$ cat config.mk
export PLATFORM = sky130hd
export DESIGN_NAME = sdram_port_arbiter
export DESIGN_NICKNAME = d
export VERILOG_FILES = /design/src/rtl/sdram_port_arbiter.sv
export SDC_FILE = /design/constraint.sdc
export NUM_CORES = 1
export LEC_CHECK = 0
export BUFFER_PORTS_ARGS = -buffer_cell sky130_fd_sc_hd__buf_2
export CAP_MARGIN = 20
export CORE_ASPECT_RATIO = 1.4
export CORE_UTILIZATION = 30
export DETAILED_ROUTE_END_ITERATION = 7
export GPL_TIMING_DRIVEN = 0
export RECOVER_POWER = 25
export SLEW_MARGIN = 30
export SYNTH_ARGS = -nofsm -noshare
export SYNTH_HDL_FRONTEND = slang
export SYNTH_SLANG_ARGS = --single-unit
$ cat constraint.sdc
create_clock -name CLOCK_50 -period 3.4 [get_ports CLOCK_50]
set_input_delay 0.85 -clock CLOCK_50 [delete_from_list [all_inputs] [get_ports CLOCK_50]]
set_output_delay 0.85 -clock CLOCK_50 [all_outputs]
set_load 0.005 [all_outputs]
$ cat src/rtl/sdram_port_arbiter.sv
// sdram_port_arbiter
//   Two-client round-robin front end for the SDRAM controller. Accepts one
//   client request at a time, latches its address/data, pulses a single-cycle
//   read or write request to the controller, waits for the controller's
//   completion edge and returns a one-cycle ack (with err on timeout) to the
//   granted client. All traffic is held off until the controller's power-up
//   init window has elapsed.
//
// Ports
//   CLOCK_50, rst_n          system clock, async active-low reset
//   c0_*/c1_*                client request/we/addr/wdata in, ack/err out
//   rdata                    read data of the last completed read
//   ready                    init window elapsed (sticky until reset)
//   mem_address/mem_data_in  latched address / write data to the controller
//   mem_req_read/write       one-cycle request pulses to the controller
//   mem_data_out             controller read data
//   mem_data_valid           controller read completion level
//   mem_write_complete       controller write completion level
module sdram_port_arbiter #(
  parameter int INIT_CYCLES    = 16384,
  parameter int TIMEOUT_CYCLES = 255
) (
  input  logic        CLOCK_50,
  input  logic        rst_n,
  input  logic        c0_req,
  input  logic        c1_req,
  input  logic        c0_we,
  input  logic        c1_we,
  input  logic [23:0] c0_addr,
  input  logic [23:0] c1_addr,
  input  logic [31:0] c0_wdata,
  input  logic [31:0] c1_wdata,
  output logic        c0_ack,
  output logic        c1_ack,
  output logic        c0_err,
  output logic        c1_err,
  output logic [31:0] rdata,
  output logic        ready,
  output logic [23:0] mem_address,
  output logic [31:0] mem_data_in,
  output logic        mem_req_read,
  output logic        mem_req_write,
  input  logic [31:0] mem_data_out,
  input  logic        mem_data_valid,
  input  logic        mem_write_complete
);

  localparam int INIT_W = (INIT_CYCLES > 1) ? $clog2(INIT_CYCLES) : 1;

  typedef enum logic [2:0] {
    S_INIT,
    S_IDLE,
    S_ISSUE,
    S_WAIT,
    S_RESP
  } state_t;

  state_t            state, state_n;
  logic [INIT_W-1:0] init_cnt;
  logic [7:0]        tcnt;
  logic              last_grant;   // doubles as the currently granted client
  logic              we_q;
  logic              err_q;
  logic              dv_q;
  logic              wc_q;

  logic              grant_en;
  logic              grant_sel;
  logic              done_edge;
  logic              finish_ok;
  logic              finish_to;

  always_comb begin
    state_n   = state;
    grant_en  = 1'b0;
    grant_sel = last_grant;
    finish_ok = 1'b0;
    finish_to = 1'b0;
    done_edge = we_q ? (mem_write_complete & ~wc_q) : (mem_data_valid & ~dv_q);

    case (state)
      S_INIT: begin
        if (init_cnt == '0) state_n = S_IDLE;
      end
      S_IDLE: begin
        if (c0_req | c1_req) begin
          grant_en  = 1'b1;
          grant_sel = (c0_req & c1_req) ? ~last_grant : c1_req;
          state_n   = S_ISSUE;
        end
      end
      S_ISSUE: begin
        state_n = S_WAIT;
      end
      S_WAIT: begin
        // A completion edge takes priority over a same-cycle timeout.
        if (done_edge) begin
          finish_ok = 1'b1;
          state_n   = S_RESP;
        end else if (tcnt == 8'(TIMEOUT_CYCLES - 1)) begin
          finish_to = 1'b1;
          state_n   = S_RESP;
        end
      end
      S_RESP: begin
        state_n = S_IDLE;
      end
      default: begin
        state_n = S_INIT;
      end
    endcase
  end

  always_ff @(posedge CLOCK_50 or negedge rst_n) begin
    if (!rst_n) begin
      state       <= S_INIT;
      init_cnt    <= INIT_W'(INIT_CYCLES - 1);
      tcnt        <= '0;
      last_grant  <= 1'b1;
      we_q        <= 1'b0;
      err_q       <= 1'b0;
      ready       <= 1'b0;
      dv_q        <= 1'b0;
      wc_q        <= 1'b0;
      rdata       <= '0;
      mem_address <= '0;
      mem_data_in <= '0;
    end else begin
      state <= state_n;
      dv_q  <= mem_data_valid;
      wc_q  <= mem_write_complete;

      if (state == S_INIT) begin
        if (init_cnt != '0) init_cnt <= init_cnt - 1'b1;
        else                ready    <= 1'b1;
      end

      if (grant_en) begin
        last_grant  <= grant_sel;
        we_q        <= grant_sel ? c1_we    : c0_we;
        mem_address <= grant_sel ? c1_addr  : c0_addr;
        mem_data_in <= grant_sel ? c1_wdata : c0_wdata;
      end

      // The counter value in WAIT equals the number of WAIT cycles already spent.
      if (state == S_ISSUE)     tcnt <= '0;
      else if (state == S_WAIT) tcnt <= tcnt + 1'b1;

      if (finish_ok) begin
        err_q <= 1'b0;
        if (!we_q) rdata <= mem_data_out;
      end else if (finish_to) begin
        err_q <= 1'b1;
      end
    end
  end

  assign mem_req_read  = (state == S_ISSUE) & ~we_q;
  assign mem_req_write = (state == S_ISSUE) &  we_q;
  assign c0_ack        = (state == S_RESP) & ~last_grant;
  assign c1_ack        = (state == S_RESP) &  last_grant;
  assign c0_err        = c0_ack & err_q;
  assign c1_err        = c1_ack & err_q;

endmodule
# Word-level counts from Yosys, hierarchy flattened

Cells that the tools add are included.

Bits in read-only memories: 0
Logic and storage cells: 69
RAM bits: 0
Latch bits: 0
Bits in registers: 119
Memories: 0
Input bits: 152
Output and inout port bits: 95

Reduce and logical (&&, ||, !) cells: 9
Equal/unequal tests: 8
Shift-type cells: 0
$mul: 0
Div/mod/pow operators: 0
Add/subtract/negate cells: 2
Magnitude comparators: 0
Bitwise logic cells: 15
Multiplexer cells: 23

Operators with widths:

| cell                                                                  | number |
|---|---|
| 32-bit 2-to-1 mux                                                     | 1 |
| 24-bit 2-to-1 mux                                                     | 1 |
| 8-bit 2-to-1 mux                                                      | 2 |
| 3-bit case mux with 5 select lines                                    | 1 |
| 14-bit logical NOT                                                    | 1 |
| 1-bit 2-to-1 mux                                                      | 14 |
| 14-bit nonzero test                                                   | 1 |
| 14-bit by 1-bit subtractor with 14-bit output, second input constant  | 1 |
| 3-bit 2-to-1 mux                                                      | 4 |
| 1-bit bitwise AND                                                     | 9 |
| 8-bit by 1-bit adder with 8-bit output, second input constant         | 1 |
| 8-bit equality test, second input constant                            | 1 |
| 3-bit by 2-bit equality test with 1-bit output, second input constant | 2 |
| 2-bit AND reduction                                                   | 3 |
| 1-bit inverter                                                        | 5 |
| 2-bit != test, second input constant                                  | 2 |
| 2-bit nonzero test                                                    | 2 |
| 3-bit by 1-bit equality test with 1-bit output, second input constant | 1 |
| 3-bit equality test, second input constant                            | 1 |
| 3-bit logical NOT                                                     | 1 |
| 3-bit != test, second input constant                                  | 1 |
| 3-bit AND reduction                                                   | 1 |
| 1-bit OR                                                              | 1 |

# Depth between registers and ports, before layout

Gate-level depths: netlist of the first run.

Depth in word-level cells: 7
Gate-level depth with buffers: 7
Gate-level depth less buffers: 6

# Worst setup path before layout of the first run

OpenSTA, ideal clock, no wires.

Kind: input to register
Start: input port c1_req
End: register mem_data_in[12]
Setup slack: 1.328 ns
Data required time: 3.268 ns
Setup time: 0.132 ns
Stages on the path: 5
Arrival time: 1.940 ns
Buffers on the path: 2
Cell sequence: or2_2 > nand2_1 > clkbuf_1 > clkbuf_1 > o21ai_1

Word-level cells in the longest chain between the ends: 5
Elaborated cells on any way between the ends: 8
Classes of those cells: mux: 6; bitwise: 2

Ends and longest elaborated chain:

| item                 | RTL line | RTL |
|---|---|---|
| from (decl)          | 26       | `input logic c1_req,` |
| 1-bit bitwise AND    | 88       | `grant_sel = (c0_req & c1_req) ? ~last_grant : c1_req;` |
| 1-bit 2-to-1 mux     | 88       |  |
| 1-bit 2-to-1 mux     | 86       | `if (c0_req \| c1_req) begin` |
| 1-bit 2-to-1 mux     | 81       | `case (state)` |
| 32-bit 2-to-1 mux    | 142      | `mem_data_in <= grant_sel ? c1_wdata : c0_wdata;` |
| to (signal assigned) | 142      |  |
| to (decl)            | 40       | `output logic [31:0] mem_data_in,` |

Parallel ways exist; a longest one is shown, timed or not.
A chain may end at the register's enable or synchronous reset.

# Worst setup path in the final report of the first run

Start: register state[0]
End: output port c1_err

Word-level cells in the longest chain between the ends: 3

Ends and longest elaborated chain:

| item                   | RTL line | RTL |
|---|---|---|
| from (decl)            | 58       | `state_t state, state_n;` |
| from (signal assigned) | 129      | `state <= state_n;` |
| 3-bit equality test    | 161      | `assign c1_ack = (state == S_RESP) & last_grant;` |
| 1-bit bitwise AND      | 161      |  |
| 1-bit bitwise AND      | 163      | `assign c1_err = c1_ack & err_q;` |
| to (decl)              | 36       | `output logic c1_err,` |

Every way passes these cells.

==> results of run 1 <==
per-stage QoR:
| step | std cells | setup WS (ns) |
|---|---|---|
| 6_report | 987 | 0.7387 |
| 5_1_grt | 987 | 0.5475 |
| 4_1_cts | 987 | 0.7147 |
| 3_5_place_dp | 956 | 0.6446 |
| 3_3_place_gp | 955 | -0.09163 |
| 2_1_floorplan | 473 | 1.328 |
registers in the layout, summed over array words and instances, names as in the netlist, 3 cells and up:
name	count
rdata	32
tcnt	8
mem_data_in	32
state	3
mem_address	24
init_cnt	14
worst max-delay path, cell delays in order (launching register included):
cell,delay [ns]
dfrtp_1,0.41
clkbuf_1,0.39
nor2_1,0.12
and3_1,0.21
and2_1,0.15
buf_2,0.12
logic make-up after synthesis:
kind of cell / Yosys count / share of synthesized area (%)
compound gates: 79 / 8.405
xor+xnor: 11 / 1.793
fa+ha+maj: 3 / 0.6986
buf+inv: 32 / 2.631
flops: 119 / 55.76
mux: 94 / 18.32
simple gates: 135 / 12.39
worst min-delay path by stage:
stage	depth (start not counted)	from	endpoint
after floorplan	1	ready	ready
after global placement	1	ready	ready
after detailed placement	1	ready	ready
after CTS	1	rst_n	rdata[31]
after global routing	1	ready	ready
final	1	ready	ready
layer usage:
metal / track usage, % / vias to the layer above / share of wire [%] / wire length, microns
li1: - / 2182 / - / -
met1: 17.20 / 2124 / 39 / 5677
met2: 30.39 / 171 / 54 / 7756
met3: 5.434 / 8 / 6.4 / 933
met4: 4.604 / 0 / 0.84 / 121
met5: 0 / - / 0 / 0
layout by cell type (no fill, tap or decap), types with 3 or more instances in the layout:
cell	netlist	layout
dfrtp_1	104	104
buf_4	3	3
buf_2	8	253
nand3_1	7	7
o21ai_0	7	7
xnor2_1	3	3
a21oi_1	4	4
or4_1	3	3
mux2_2	33	33
clkbuf_1	14	17
bufinv_16	0	4
xor2_1	8	8
nand2_1	70	70
inv_1	6	6
mux2i_1	59	59
ha_1	3	3
dfstp_2	15	15
nor3_1	12	12
and3_1	3	3
clkbuf_16	0	17
o21ai_1	57	57
nor2_1	16	16
where the power goes:
| group | internal (uW) | total, uW | leakage [uW] | switching (uW) |
|---|---|---|---|---|
| Sequential | 2000 | 2300 | 0.00143 | 298 |
| Combinational | 1160 | 2450 | 0.00214 | 1290 |
| Clock | 1260 | 1860 | 0.000294 | 607 |
cell type report:
type / instances / area share, %
Sequential cell: 119 / 39.74
Multi-Input combinational cell: 322 / 29.65
Timing Repair Buffer: 247 / 16.69
Clock buffer: 22 / 6.156
Tap cell: 236 / 3.916
Clock inverter: 9 / 1.974
Buffer: 25 / 1.526
Inverter: 7 / 0.3484
cell usage after synthesis, drive strengths merged, types with 8 or more instances:
| cell type | number |
|---|---|
| dfrtp | 104 |
| nand2 | 71 |
| o21ai | 64 |
| mux2i | 59 |
| mux2 | 35 |
| nor2 | 16 |
| dfstp | 15 |
| clkbuf | 14 |
| nor3 | 13 |
| buf | 11 |
| xor2 | 8 |
==> flow_metrics.py, run 1 <==
metrics = {
    "worst_setup_path": {
        "endpoint_kind": "output pin",
        "crit_type": "register to output pin",
        "reg2reg_slack_ns": 1.18,
        "reg2reg_from": "state[2]",
        "reg2regPathDepth": 7,
        "crit_end": "c1_err",
        "r2r-end": "mem_address[19]",
        "worstPathRequired_ns": 2.55,
        "path_max_fanout": 10,
        "crit_start": "state[0]",
        "crit_path_start_kind": "register",
        "cp.arrival_ns": 1.81,
    },
    "logic_synthesis": {
        "synth-edff-count": 0,
        "synth_seq_area_share_pct": 55.76,
        "syn_area_sq_mm": 0.005374,
        "yosys_warnings": 0,
        "postSynthAreaPerCell_sq_um": 11.36,
        "synth.distinct_cells": 49,
        "syn_nets": 628,
        "synth_top_area_share_pct": 48.43,
        "synthCells": 473,
        "synth-main-ff-cell": "dfrtp_1",
        "synth_top_area_cell": "dfrtp_1",
        "synthTopCellsByArea": "dfrtp_1, mux2i_1, dfstp_2",
        "ys_async_sr_fraction_pct": 100.0,
        "synth-seq-cells": 119,
    },
    "sta": {
        "hold_viol_final": 0,
        "fin_crit_sh_pct": 78.27,
        "skew_ns": 0.005701,
        "setup_viol": 0,
        "setup_tns_ns": 0,
        "maxSlewHeadroom_pct": 6.324,
        "rsz0062_at_grt": "false",
        "max_freq_ghz": 0.3758,
        "finalMaxSlewViolations": 0,
        "min_period_ns": 2.661,
        "tightest_slew_ns": 1.405,
        "whs_ns": 0.4637,
    },
    "global_route": {
        "grt_use_total_pct": 16.36,
        "first_global_vias": 4497,
        "grt_overflow_total": 0,
        "antenna_found_initial": 0,
        "grt_start_max_net_pins": 65,
        "grt_pass1_wl_mm": 22.78,
    },
    "drt": {
        "wl_mm": 14.49,
        "drtIter0Drc": 187,
        "routed_via_density": 4.544,
        "drtPass1Iterations": 4,
        "ant_nets": 0,
        "wl_per_cell_microns": 14.68,
        "vias": 4485,
        "drc_errors": 0,
    },
    "floorplanning": {
        "ios": 247,
        "die-height_microns": 160.4,
        "coreArea_sq_mm": 0.01747,
        "rows": 57,
        "initial_core_util_pct": 30.76,
        "dieArea_sq_mm": 0.01846,
        "die_x_microns": 115.1,
    },
    "clocking": {
        "cts_resized": 0,
        "cts_tree": "yes",
        "clk_pin_slew_ns": 0.05,
        "cts_buffer_depth": 2,
        "numClockSinks": 119,
        "cts_setup_buffers": 0,
        "ctsHoldBuffers": 0,
        "cts_buffers": 17,
        "cts-root-buf": "clkbuf_16",
        "htreeDepth": 4,
        "insertion_delay_ns": 0.41,
    },
    "hold_path": {
        "hold_path.class": "register to register",
    },
    "final_layout": {
        "nNetsFinal": 894,
        "n_antenna_cell": 0,
        "multi_input_area_sq_mm": 0.002236,
        "area.sequential_sq_mm": 0.002997,
        "fillers": 1765,
        "fin_util_pct": 43.16,
        "final_area_sq_mm": 0.007541,
        "area_growth_pct": 40.33,
        "drive_above_1_share_pct": 45.81,
    },
    "placed_design": {
        "place_area_sq_mm": 0.006938,
        "numPortBuffers": 246,
        "gp_congestion": 0.7660,
        "dp_hpwl_mm": 11.29,
    },
    "power": {
        "power_uw": 6616,
        "power_density_mw_per_mm2": 877.3,
        "ir_drop_v": 0.0003018,
        "p_leak_uw": 0.003860,
    },
    "job": {
        "maxCapViolCount": 0,
    },
    "run_status": {
        "status": "finished clean",
    },
}
(Power assumes the default switching activity.)
==> run 2: changes to the inputs <==
- clock period: 3.4 -> 2.6 ns (I/O delays scaled with it)
==> run 2 against run 1 <==
Net effect:
- largest power group unchanged
- largest cell class unchanged
- clock skew about the same
- count of clock-buffer cells in the layout unchanged
- global-route usage unchanged
==> flow_metrics.py, run 2 (synthesis results as in run 1) <==
metrics = {
    "run_status": {
        "status": "finished clean",
    },
    "worst_setup_path": {
        "cp_slowest_cell": "clkbuf_1",
        "endpoint_kind": "output pin",
        "slowest_delay_ns": 0.37,
        "path_max_fanout": 10,
        "crit_chain": "buf_2 > nand2b_1 > clkbuf_1 > nor3_1 > buf_2",
        "crit_type": "register to output pin",
        "crit_path_start_kind": "register",
        "path_buf_inv": 3,
        "cp.arrival_ns": 1.76,
        "crit_family": "buffers and inverters",
        "cp_common_cell": "buf_2",
        "worstPathRequired_ns": 1.95,
    },
    "global_route": {
        "antenna_found_initial": 0,
        "grt_start_max_net_pins": 65,
        "grt_pass1_wl_mm": 22.78,
        "grt_use_total_pct": 16.36,
        "first_global_vias": 4497,
        "grt_overflow_total": 0,
    },
    "final_layout": {
        "nNetsFinal": 894,
        "mostFrequentLayoutCell": "buf_2",
        "final_area_sq_mm": 0.007542,
        "mostFrequentLayoutCells": "buf_2, dfrtp_1, nand2_1",
        "n_antenna_cell": 0,
        "fillers": 1764,
        "drive_above_1_share_pct": 45.94,
        "area_growth_pct": 40.35,
        "fin_util_pct": 43.17,
        "area.sequential_sq_mm": 0.002997,
        "largest_registers": "mem_data_in: 32 flops, rdata: 32 flops, mem_address: 24 flops",
        "multi_input_area_sq_mm": 0.002236,
    },
    "placed_design": {
        "gp_congestion": 0.7660,
        "numPortBuffers": 246,
        "place_area_sq_mm": 0.006938,
        "dp_hpwl_mm": 11.29,
        "place_ws_ns": 0.04457,
    },
    "clocking": {
        "numClockSinks": 119,
        "cts_buffer_depth": 2,
        "cts-root-buf": "clkbuf_16",
        "htreeDepth": 4,
        "insertion_delay_ns": 0.41,
        "clk_pin_slew_ns": 0.05,
        "cts_buffers": 17,
        "cts_tree": "yes",
    },
    "sta": {
        "setup_viol": 0,
        "rsz0062_at_grt": "false",
        "maxSlewHeadroom_pct": 6.324,
        "skew_ns": 0.005794,
        "tightest_slew_ns": 1.405,
        "max_freq_ghz": 0.4141,
        "hold_viol_final": 0,
        "timing.final.ws_setup_ns": 0.1853,
        "min_period_ns": 2.415,
        "finalMaxSlewViolations": 0,
        "fin_crit_sh_pct": 92.87,
    },
    "drt": {
        "drtIter0Drc": 187,
        "drtPass1Iterations": 4,
        "routed_via_density": 4.543,
        "vias": 4484,
        "wl_per_cell_microns": 14.68,
        "wl_mm": 14.49,
        "ant_nets": 0,
        "drc_errors": 0,
    },
    "floorplanning": {
        "coreArea_sq_mm": 0.01747,
        "initial_core_util_pct": 30.76,
        "dieArea_sq_mm": 0.01846,
        "die-height_microns": 160.4,
        "rows": 57,
        "die_x_microns": 115.1,
        "ios": 247,
    },
    "job": {
        "maxCapViolCount": 0,
    },
    "power": {
        "ir_drop_v": 0.0003946,
        "power_density_mw_per_mm2": 1147,
        "power_uw": 8653,
        "p_leak_uw": 0.003863,
    },
    "hold_path": {
        "hold_path.class": "primary input to register",
    },
}
## run 2: changes by cell type in the layout (fill, tap and decap cells not counted)
cell      before  now
clkbuf_1      17   16
clkbuf_2       1    2
## run 2: area by class of cell
cell class                 count  share of cell area, %
buffer                        25                  1.543
clock buffer                  22                  6.155
clock inverter                 9                  1.974
inverter                       7                 0.3484
multi-input combinational    322                  29.64
sequential                   119                  39.73
tap                          236                  3.915
timing repair buffer         247                  16.69
## run 2: where the power goes
| part | internal (uW) | switching [uW] |
|---|---|---|
| clock | 1640 | 794 |
| sequential | 2620 | 389 |
| combinational | 1520 | 1690 |
## run 2: worst paths after layout
check                           slack, ns  depth (start not counted)            from         endpoint
worst max-delay path                 0.19                          5        state[2]     mem_req_read
worst min-delay path                 0.36                          1  mem_data_valid             dv_q
worst max register to register       0.38                          7        state[2]  mem_address[19]
worst min register to register       0.46                          1           ready            ready
max in group asynchronous            1.06                          2           rst_n      init_cnt[4]
min in group asynchronous            0.58                          1           rst_n        rdata[31]
## run 2: per-layer routing
| metal | routed length, microns | track usage, % | vias to the layer above |
|---|---|---|---|
| met5 | 0 | 0 | - |
| met4 | 121 | 4.604 | 0 |
| met3 | 933 | 5.434 | 8 |
| met2 | 7756 | 30.39 | 171 |
| li1 | - | - | 2182 |
| met1 | 5679 | 17.20 | 2123 |
## run 2: through the flow
step	setup TNS [ns]	instances	hold slack [ns]
floorplan	0	473	0.3544
global placement	-71.32	955	0.4356
detailed placement	0	956	0.4642
CTS	0	987	0.1578
global route	0	987	0.3465
finish	0	987	0.3609
## run 2: what timing repair did
action / CTS / global route
endpoints found under the setup margin: 0 / 2
buffers inserted: 0 / 0
resized for setup: 0 / 2
hold buffers: 0 / 0
## run 2: worst register-to-register path: cells and delay by family (launching register included)
| kind | cells | cell delay [ns] |
|---|---|---|
| DFF | 1 | 0.37 |
| and+or+nand+nor | 1 | 0.30 |
| AOI/OAI and AO/OA | 2 | 0.38 |
| buffers and inverters | 3 | 0.74 |
| muxes | 1 | 0.30 |
==> run 3: changes to the inputs <==
- PLACE_DENSITY: unset -> 0.64
- TNS_END_PERCENT: unset -> 1
==> run 3 against run 2 <==
Net effect:
- the run now ends with capacitance limit, slew limit left
- power increased by 2.6%
- cell area increased by 0.80%
- clock skew increased by 0.0022 ns
- critical path depth unchanged
- count of clock-buffer cells in the layout unchanged
- non-clock buffer count unchanged
- utilization increased by 0.34 points
- via count decreased by 0.67%
- sequential cell count unchanged
==> flow_metrics.py, run 3 (synthesis results as in run 1) <==
metrics = {
    "final_layout": {
        "n_antenna_cell": 0,
        "largest_registers": "mem_data_in: 32 flops, rdata: 32 flops, mem_address: 24 flops",
        "final_area_sq_mm": 0.007602,
        "area_growth_pct": 41.47,
        "drive_above_1_share_pct": 45.73,
        "mostFrequentLayoutCells": "buf_2, dfrtp_1, nand2_1",
        "layout.cells.non_filler": 986,
        "nNetsFinal": 894,
        "mostFrequentLayoutCell": "buf_2",
        "fin_util_pct": 43.51,
    },
    "sta": {
        "timing.final.ws_setup_ns": 0.1331,
        "tightest_slew_ns": 1.986,
        "fin_crit_sh_pct": 94.88,
        "maxSlewHeadroom_pct": -32.37,
        "hold_viol_final": 0,
        "whs_ns": 0.3624,
        "min_period_ns": 2.467,
        "setup_viol": 0,
        "skew_ns": 0.008016,
        "max_freq_ghz": 0.4054,
        "rsz0062_at_grt": "false",
        "finalMaxSlewViolations": 42,
    },
    "power": {
        "p_sw_share_pct": 32.43,
        "power.switching_uw": 2878,
        "power_density_mw_per_mm2": 1168,
        "clkPwrFrac_pct": 30.1,
        "ir_drop_v": 0.0004390,
        "p_leak_uw": 0.003899,
        "seqPwrFrac_pct": 34.0,
        "comb_power_share_pct": 35.9,
        "internal-power_uw": 5997,
    },
    "floorplanning": {
        "die_x_microns": 115.1,
        "die-height_microns": 160.4,
        "initial_core_util_pct": 30.76,
        "ios": 247,
        "dieArea_sq_mm": 0.01846,
        "rows": 57,
        "coreArea_sq_mm": 0.01747,
    },
    "clocking": {
        "cts_tree": "yes",
        "htreeDepth": 4,
        "insertion_delay_ns": 0.41,
        "ctsHoldBuffers": 0,
        "cts_buffer_depth": 2,
        "numClockSinks": 119,
        "cts_resized": 0,
        "cts_buffers": 17,
        "cts_setup_buffers": 0,
        "clk_pin_slew_ns": 0.05,
        "cts-root-buf": "clkbuf_16",
    },
    "placed_design": {
        "dp.cells": 956,
        "numPortBuffers": 246,
        "place_ws_ns": 0.006111,
        "place_area_sq_mm": 0.006938,
        "gp_congestion": 0.7893,
        "dp_hpwl_mm": 10.91,
    },
    "worst_setup_path": {
        "worstPathRequired_ns": 1.95,
        "path_max_fanout": 10,
        "endpoint_kind": "output pin",
        "cp.arrival_ns": 1.82,
        "crit_type": "register to output pin",
        "crit_path_start_kind": "register",
    },
    "global_route": {
        "grt_start_max_net_pins": 79,
        "grt_use_total_pct": 16.20,
        "grt_pass1_wl_mm": 22.51,
        "antenna_found_initial": 0,
        "first_global_vias": 4495,
        "grt_overflow_total": 0,
    },
    "drt": {
        "vias": 4454,
        "wl_per_cell_microns": 14.35,
        "wl_mm": 14.15,
        "drtIter0Drc": 106,
        "routed_via_density": 4.517,
        "drc_errors": 0,
        "ant_nets": 0,
        "drtPass1Iterations": 4,
    },
    "run_status": {
        "status": "complete, but fails checks",
        "violations": "capacitance limit, slew limit",
    },
    "hold_path": {
        "hold_path.class": "primary input to register",
    },
    "job": {
        "maxCapViolCount": 1,
    },
}
## run 3: cell count changes in the layout (fill, tap and decap cells not counted), sizes merged
cell / before / now
clkinv: 3 / 2
dlymetal6s4s: 0 / 1
bufinv: 4 / 6
clkinvlp: 2 / 0
buf: 257 / 256
## run 3: through the flow
stage          setup TNS [ns]  power (uW)
2_1_floorplan               0        4895
3_3_place_gp           -69.77        6217
3_5_place_dp                0        6305
4_1_cts                     0        9021
5_1_grt                     0        9528
6_report                    0        8876
## run 3: critical path, cell delays in order, from the launching register on
cell and delay (ns):
dfrtp_1 0.35, buf_2 0.21, nand2b_1 0.25, clkbuf_1 0.37, nor3_1 0.08, buf_2 0.15
## run 3: final timing paths
path | startpoint | slack, ns | endpoint | depth (start not counted)
max in group asynchronous | rst_n | 0.53 | last_grant | 2
worst min-delay path | mem_data_valid | 0.36 | dv_q | 1
worst max-delay path | state[2] | 0.13 | mem_req_read | 5
worst max register to register | state[2] | 0.44 | mem_data_in[9] | 7
worst min register to register | ready | 0.45 | ready | 1
min in group asynchronous | rst_n | 0.91 | mem_address[9] | 1
## run 3: cell type report
cell class                      instances  area (sq um)
Buffer                                 25         115.1
Clock buffer                           22         474.2
Clock inverter                          8         193.9
Fill cell                            1707          9871
Inverter                                7         26.28
Multi-Input combinational cell        322          2236
Sequential cell                       119          2997
Tap cell                              236         295.3
Timing Repair Buffer                  247          1265
## run 3: power groups by stage
stage / logic (uW) / registers, uW / clock network, uW
floorplan: 1820 / 3080 / 0
global placement: 3200 / 3010 / 0
detailed placement: 3270 / 3030 / 0
CTS: 3260 / 3020 / 2740
global route: 3580 / 3140 / 2810
finish: 3180 / 3020 / 2670
## run 3: metal layers
metal / wire length, microns / track usage (%)
met1: 5602 / 17.46
met2: 7423 / 29.33
met3: 759 / 3.849
met4: 360 / 7.615
met5: 0 / 0
